**config.mk**
```make
export PLATFORM = sky130hd
export DESIGN_NAME = branch_resolve_unit
export DESIGN_NICKNAME = d
export VERILOG_FILES = /design/src/rtl/branch_resolve_unit.sv
export SDC_FILE = /design/constraint.sdc
export NUM_CORES = 1
export LEC_CHECK = 0
export ABC_AREA = 1
export CAP_MARGIN = 20
export CELL_PAD_IN_SITES_DETAIL_PLACEMENT = 0
export CELL_PAD_IN_SITES_GLOBAL_PLACEMENT = 1
export CORE_ASPECT_RATIO = 1.4
export CORE_MARGIN = 8
export CORE_UTILIZATION = 30
export DETAILED_ROUTE_END_ITERATION = 10
export PLACE_DENSITY_LB_ADDON = 0.1
export SLEW_MARGIN = 20
export SYNTH_ARGS = -nofsm -noshare
export SYNTH_HDL_FRONTEND = slang
export SYNTH_SLANG_ARGS = --single-unit
```
**constraint.sdc**
```tcl
create_clock -name clk -period 4.9 [get_ports clk]
set_input_delay 0.98 -clock clk [delete_from_list [all_inputs] [get_ports clk]]
set_output_delay 0.98 -clock clk [all_outputs]
set_load 0.03 [all_outputs]
```
**src/rtl/branch_resolve_unit.sv**
```systemverilog
// Branch resolution stage with branch history table and misprediction counter.
//
// Evaluates the six RISC-V conditional branch conditions, compares the outcome
// against the fetch-time prediction and registers the result (direction,
// mispredict flag, correct next PC) one cycle after the accepting edge. Also
// owns the 2-bit saturating-counter BHT read combinationally by fetch, and a
// saturating misprediction counter.
//
// Ports:
//   clk, rst_n        clock, asynchronous active-low reset
//   lookup_pc         fetch PC to predict
//   lookup_taken      prediction (MSB of indexed BHT counter, pre-update value)
//   res_valid         resolve request this cycle
//   is_branch         request is a conditional branch
//   branch_op         condition to evaluate
//   src_a, src_b      operands
//   res_pc            PC of resolving instruction
//   res_target        taken target
//   pred_taken        prediction made at fetch
//   flush             kill the request presented this cycle
//   out_valid         registered result valid
//   branch_taken      registered resolved direction
//   mispredict        registered direction != prediction
//   redirect_pc       registered correct next PC (holds when no result)
//   mispredict_count  saturating count of mispredictions

package branches_pkg;
  // Encodings follow the branch funct3 field; 3'b010 and 3'b011 are undefined.
  typedef enum logic [2:0] {
    BR_EQ  = 3'b000,
    BR_NE  = 3'b001,
    BR_LT  = 3'b100,
    BR_GE  = 3'b101,
    BR_LTU = 3'b110,
    BR_GEU = 3'b111
  } branch_op_e;
endpackage

module branch_resolve_unit
  import branches_pkg::*;
#(
  parameter int unsigned WIDTH       = 32,
  parameter int unsigned BHT_ENTRIES = 64,
  parameter logic [1:0]  CTR_INIT    = 2'b01,
  parameter int unsigned CNT_WIDTH   = 16
) (
  input  logic                 clk,
  input  logic                 rst_n,
  input  logic [WIDTH-1:0]     lookup_pc,
  output logic                 lookup_taken,
  input  logic                 res_valid,
  input  logic                 is_branch,
  input  branch_op_e           branch_op,
  input  logic [WIDTH-1:0]     src_a,
  input  logic [WIDTH-1:0]     src_b,
  input  logic [WIDTH-1:0]     res_pc,
  input  logic [WIDTH-1:0]     res_target,
  input  logic                 pred_taken,
  input  logic                 flush,
  output logic                 out_valid,
  output logic                 branch_taken,
  output logic                 mispredict,
  output logic [WIDTH-1:0]     redirect_pc,
  output logic [CNT_WIDTH-1:0] mispredict_count
);

  localparam int unsigned IDX_BITS = $clog2(BHT_ENTRIES);

  logic                 accept;
  logic                 resolve;
  logic                 cond;
  logic                 mis_event;
  logic [WIDTH-1:0]     seq_pc;
  logic [IDX_BITS-1:0]  lookup_idx;
  logic [IDX_BITS-1:0]  res_idx;
  logic [1:0]           ctr_cur;
  logic [1:0]           ctr_next;

  logic [1:0]           bht_q [BHT_ENTRIES];
  logic                 out_valid_q, out_valid_d;
  logic                 branch_taken_q, branch_taken_d;
  logic                 mispredict_q, mispredict_d;
  logic [WIDTH-1:0]     redirect_pc_q, redirect_pc_d;
  logic [CNT_WIDTH-1:0] count_q, count_d;

  // Low PC bits and bits above the index are deliberately ignored (aliasing).
  logic unused_lookup_bits;
  assign unused_lookup_bits = ^{lookup_pc[WIDTH-1:IDX_BITS+2], lookup_pc[1:0]};

  assign accept     = res_valid && !flush;
  assign resolve    = accept && is_branch;
  assign mis_event  = resolve && (cond != pred_taken);
  assign seq_pc     = res_pc + WIDTH'(4);
  assign lookup_idx = lookup_pc[IDX_BITS+1:2];
  assign res_idx    = res_pc[IDX_BITS+1:2];

  // No bypass: fetch sees the counter as it stands before this cycle's update.
  assign lookup_taken = bht_q[lookup_idx][1];

  always_comb begin
    cond = 1'b0;
    case (branch_op)
      BR_EQ:   cond = (src_a == src_b);
      BR_NE:   cond = (src_a != src_b);
      BR_LT:   cond = ($signed(src_a) <  $signed(src_b));
      BR_GE:   cond = ($signed(src_a) >= $signed(src_b));
      BR_LTU:  cond = (src_a <  src_b);
      BR_GEU:  cond = (src_a >= src_b);
      default: cond = 1'b0;
    endcase
  end

  always_comb begin
    ctr_cur  = bht_q[res_idx];
    ctr_next = ctr_cur;
    if (cond) begin
      if (ctr_cur != 2'b11) ctr_next = ctr_cur + 2'd1;
    end else begin
      if (ctr_cur != 2'b00) ctr_next = ctr_cur - 2'd1;
    end
  end

  always_comb begin
    out_valid_d    = accept;
    branch_taken_d = 1'b0;
    mispredict_d   = 1'b0;
    redirect_pc_d  = redirect_pc_q;
    if (accept) begin
      redirect_pc_d = seq_pc;
      if (is_branch) begin
        branch_taken_d = cond;
        mispredict_d   = (cond != pred_taken);
        if (cond) redirect_pc_d = res_target;
      end
    end
  end

  always_comb begin
    count_d = count_q;
    if (mis_event && (count_q != {CNT_WIDTH{1'b1}})) count_d = count_q + CNT_WIDTH'(1);
  end

  always_ff @(posedge clk or negedge rst_n) begin
    if (!rst_n) begin
      out_valid_q    <= 1'b0;
      branch_taken_q <= 1'b0;
      mispredict_q   <= 1'b0;
      redirect_pc_q  <= '0;
      count_q        <= '0;
    end else begin
      out_valid_q    <= out_valid_d;
      branch_taken_q <= branch_taken_d;
      mispredict_q   <= mispredict_d;
      redirect_pc_q  <= redirect_pc_d;
      count_q        <= count_d;
    end
  end

  always_ff @(posedge clk or negedge rst_n) begin
    if (!rst_n) begin
      for (int i = 0; i < BHT_ENTRIES; i++) bht_q[i] <= CTR_INIT;
    end else if (resolve) begin
      bht_q[res_idx] <= ctr_next;
    end
  end

  assign out_valid        = out_valid_q;
  assign branch_taken     = branch_taken_q;
  assign mispredict       = mispredict_q;
  assign redirect_pc      = redirect_pc_q;
  assign mispredict_count = count_q;

endmodule
```
; ---- Yosys cells after proc, flatten, opt, wreduce, memory -nomap -nowiden
; Index checks and enable logic that the tools add are counted.
[word_totals]
ramBits = 0
register_bits = 179
wordCells = 119
latchBits = 0
output_inout_bits = 52
n_memories = 0
romBits = 0
[classes]
shifts = 0
n_mux = 19
n_reduce_logical = 8
mul = 0
n_bitwise = 2
div_mod_pow = 0
n_eq_ne = 10
addsub = 4
magnitude_cmp = 7
[op_table]
columns = cell, count
row1 = bitwise mux 128 bit, 1
row2 = >= comparator 32 bit, 2
row3 = < comparator 32 bit, 2
row4 = 2-to-1 mux 32 bit, 2
row5 = adder 32 x 3 -> 32 bit (second input constant), 1
row6 = equality test 32 bit, 1
row7 = inequality test 32 bit, 1
row8 = binary-select mux 2 bit (select 6 bit), 2
row9 = adder 16 x 1 -> 16 bit (second input constant), 1
row10 = 2-to-1 mux 2 bit, 8
row11 = inequality test 16 bit (second input constant), 1
row12 = >= comparator 7 bit (second input constant), 2
row13 = NOT 6 -> 7 bit, 2
row14 = demux 2 bit (select 6 bit), 1
row15 = equality test 3 bit (second input constant), 4
row16 = < comparator 7 x 1 -> 1 bit (second input constant), 1
row17 = case mux 1 bit (6 select lines), 1
row18 = logical AND 1 bit, 5
row19 = 2-to-1 mux 1 bit, 4
row20 = equality test 3 x 1 -> 1 bit (second input constant), 1
row21 = zero test 3 bit, 1
row22 = adder 2 x 1 -> 2 bit (second input constant), 1
row23 = inequality test 2 bit (second input constant), 1
row24 = nonzero test 2 bit, 1
row25 = other kinds (3), 3

; ---- Depth between registers and ports, before layout
[depth]
word_depth = 8
mapped_depth = 21
mapped_depth_nobuf = 20

; ---- Worst setup path after synthesis
; No wires, ideal clock.
[synth_path]
path_type = input to output
startpoint = in lookup_pc[2]
endpoint = out lookup_taken
required_ns = 3.920
slack_ns = 1.068
stages = 8
arrival_time_ns = 2.852
cell_sequence = clkbuf_1 -> clkbuf_1 -> o21ai_0 -> o21ai_0 -> nor2_1 -> o311ai_0 -> o21ai_0 -> o21ai_0
[synth_via]
elab_chain_cells = 4
[synth_lines]
columns = item, line_no
row1 = from (decl), 49  ; input logic [WIDTH-1:0] lookup_pc,
row2 = NOT 6 -> 7 bit (not written as such), 98  ; assign lookup_taken = bht_q[lookup_idx][1];
row3 = binary-select mux 2 bit (select 6 bit), 98
row4 = 2-to-1 mux 2 bit (not written as such) (2 in a row), 98
row5 = to (decl), 50  ; output logic lookup_taken,
; Every way passes these cells. The select of a mux whose other input is x is not followed.

; ---- Final worst setup path
[layout_path]
startpoint = in lookup_pc[3]
endpoint = out lookup_taken
; Same word-level chain as after synthesis.

==> impl_metrics.tcl <==
set metrics [dict create \
    r2r_end "mispredict_count[2]" \
    tns_ns 0 \
    r2r_cells 9 \
    hold_buffers 0 \
    worstPathRequired_ns 3.92 \
    postSynthCellCount 1615 \
    overflow 0 \
    grt_pass1_vias 11420 \
    yosysWarnings 0 \
    final_cell_mix "nand2_1 (539), inv_1 (206), clkdlybuf4s50_1 (193), dfrtp_1 (115), nor2_1 (107)" \
    nNetsFinal 2003 \
    die_h_um 247.5 \
    hold_ws_ns 0.4676 \
    cts.sinks 179 \
    critPathCaptureType "output pin" \
    cts_setup_buffers 0 \
    dieArea_mm2 0.04490 \
    portBuffers 194 \
    final_util_pct 38.20 \
    outcome "finished, final reports clean" \
    fin_area_mm2 0.01454 \
    fin_skew_ns 0.01537 \
    vias 11070 \
    cts_buffers 17 \
    place_area_mm2 0.01396 \
    slew_viol_final 0 \
    hold_path.class "reg2reg" \
    drt-vias-per-instance 4.829 \
    cts_tree "done" \
    final_common_cell "nand2_1" \
    layout-drive-gt1-share_pct 8.935 \
    worstMarginPinSlew_ns 1.087 \
    gp_congestion 0.8591 \
    hold_path_end "bht_q[88]" \
    criticalPathCategory "in2out" \
    cts.path.max_buffers 2 \
    cp_max_fo 12 \
    grt_pass1_wl_mm 66.81 \
    r2r-start "mispredict_count[3]" \
    worstPathArrival_ns 3.63 \
    syn2layout_area_growth_pct 26.58 \
    hold_violations 0 \
    dpl.hpwl_mm 30.87 \
    initial_core_util_pct 30.17 \
    postSynthAreaPerCell_um2 7.114 \
    power-per-cell-area_mw_per_mm2 268.3 \
    ctsResizeCount 0 \
    wire_per_inst_um 18.77 \
    cts.clk_slew.worst_paths_ns 0.07 \
    relSlewSlack_pct 27.44 \
    synthArstFlopShare_pct 100.0 \
    max_freq_mhz 217.0 \
    yosysSeqAreaShare_pct 39.69 \
    firstDrtPassIters 5 \
    rrSetupSlack_ns 2.42 \
    total_power_mw 3.902 \
    dp_cells 2259 \
    max-vdd-ir-drop_v 0.0002124 \
    setup_violations 0 \
    synth_seq_cells 179 \
    setup_ws_ns 0.2923 \
    grt_usage_pct 19.47 \
    routed_wl_mm 43.02 \
    antenna_left 0 \
    rows 85 \
    stdcell_count 2292 \
    htreeDepth 4 \
    p_leak_nw 6.349 \
    drcViolationCount 0 \
    place_ws_ns 0.3345 \
    synthesis.nets 1818 \
    synth_edf_count 0 \
    core_area_mm2 0.03807 \
    ys.flop_type "dfrtp_1" \
    maxCapViolations 0 \
    hold_depth 2 \
    grt_start_max_net_pins 87 \
    rsz0062_at_grt "false" \
    pin_count 221 \
    hp-start "bht_q[88]" \
    cp-start-kind "primary input" \
    period_share_pct 94.03 \
    dieWidth_um 181.4 \
    antenna_found_initial 2 \
    layout_min_cycle_time_ns 4.608 \
    drt_iter0_markers 644 \
    synthesis.area_mm2 0.01149 \
    clockRootBuffer "clkbuf_16" \
    clk_latency_ns 0.47 \
    yosysUniqueCellTypes 48 \
]
==> critical path, stage by stage <==
cell             delay, ns
clkdlybuf4s50_1       0.74
buf_4                 0.28
o21ai_0               0.10
o21ai_0               0.27
o21ai_0               0.13
o22ai_1               0.20
o211ai_1              0.10
o21ai_0               0.12
clkdlybuf4s50_1       0.72
==> routing by layer <==
metal | routed length [um] | GRT usage [%] | vias to the layer above | part of all wire, %
li1 | - | - | 5568 | -
met1 | 17270 | 21.49 | 5173 | 40
met2 | 21810 | 35.07 | 272 | 51
met3 | 2637 | 5.478 | 54 | 6.1
met4 | 1298 | 7.467 | 2 | 3.0
met5 | 8 | 0 | - | 0.019
==> state kept, by name, summed over array words and instances, names as in the netlist <==
register          flops
bht_q               128
redirect_pc          32
mispredict_count     16
branch_taken          1
mispredict            1
out_valid             1
==> worst max-delay path by stage <==
stage | start | endpoint | slack, ns | depth (start not counted)
after floorplan | lookup_pc[2] | lookup_taken | 1.07 | 8
after global placement | lookup_pc[3] | lookup_taken | 0.30 | 9
after detailed placement | lookup_pc[3] | lookup_taken | 0.33 | 9
after CTS | lookup_pc[3] | lookup_taken | 0.32 | 9
after global routing | lookup_pc[3] | lookup_taken | 0.18 | 10
final | lookup_pc[3] | lookup_taken | 0.29 | 9
==> cell usage after synthesis (33+ instances only) <==
cell / number / share of area [%]
a21oi_1: 44 / 1.9
inv_1: 206 / 6.7
nand2_1: 539 / 18
o21ai_1: 65 / 2.8
nor3_1: 56 / 2.4
nor2_1: 108 / 3.5
o21ai_0: 80 / 3.5
dfrtp_1: 115 / 25
dfstp_2: 64 / 15
nand4_1: 33 / 1.8
ha_1: 34 / 3.7
nand3_1: 60 / 2.6
==> layout make-up <==
type,instances,area (um2)
fill,4098,23530
multi-input combinational,1155,5733
sequential,179,4559
timing repair buffer,227,2243
inverter,220,825.8
tap,478,598.1
clock buffer,20,436.7
clock inverter,12,143.9
antenna,1,2.502
==> power breakdown <==
part	total, mW	switching (mW)	internal, mW
Combinational	0.849	0.513	0.335
Clock	1.43	0.666	0.762
Sequential	1.63	0.0542	1.57
==> cells by family after synthesis <==
kind of cell / after synthesis / synth area share [%]
flops: 179 / 39.69
simple gates: 851 / 32.12
compound gates: 241 / 11.85
xor+xnor: 29 / 2.211
buf+inv: 281 / 10.43
fa+ha+maj: 34 / 3.703
(Power assumes the default switching activity.)
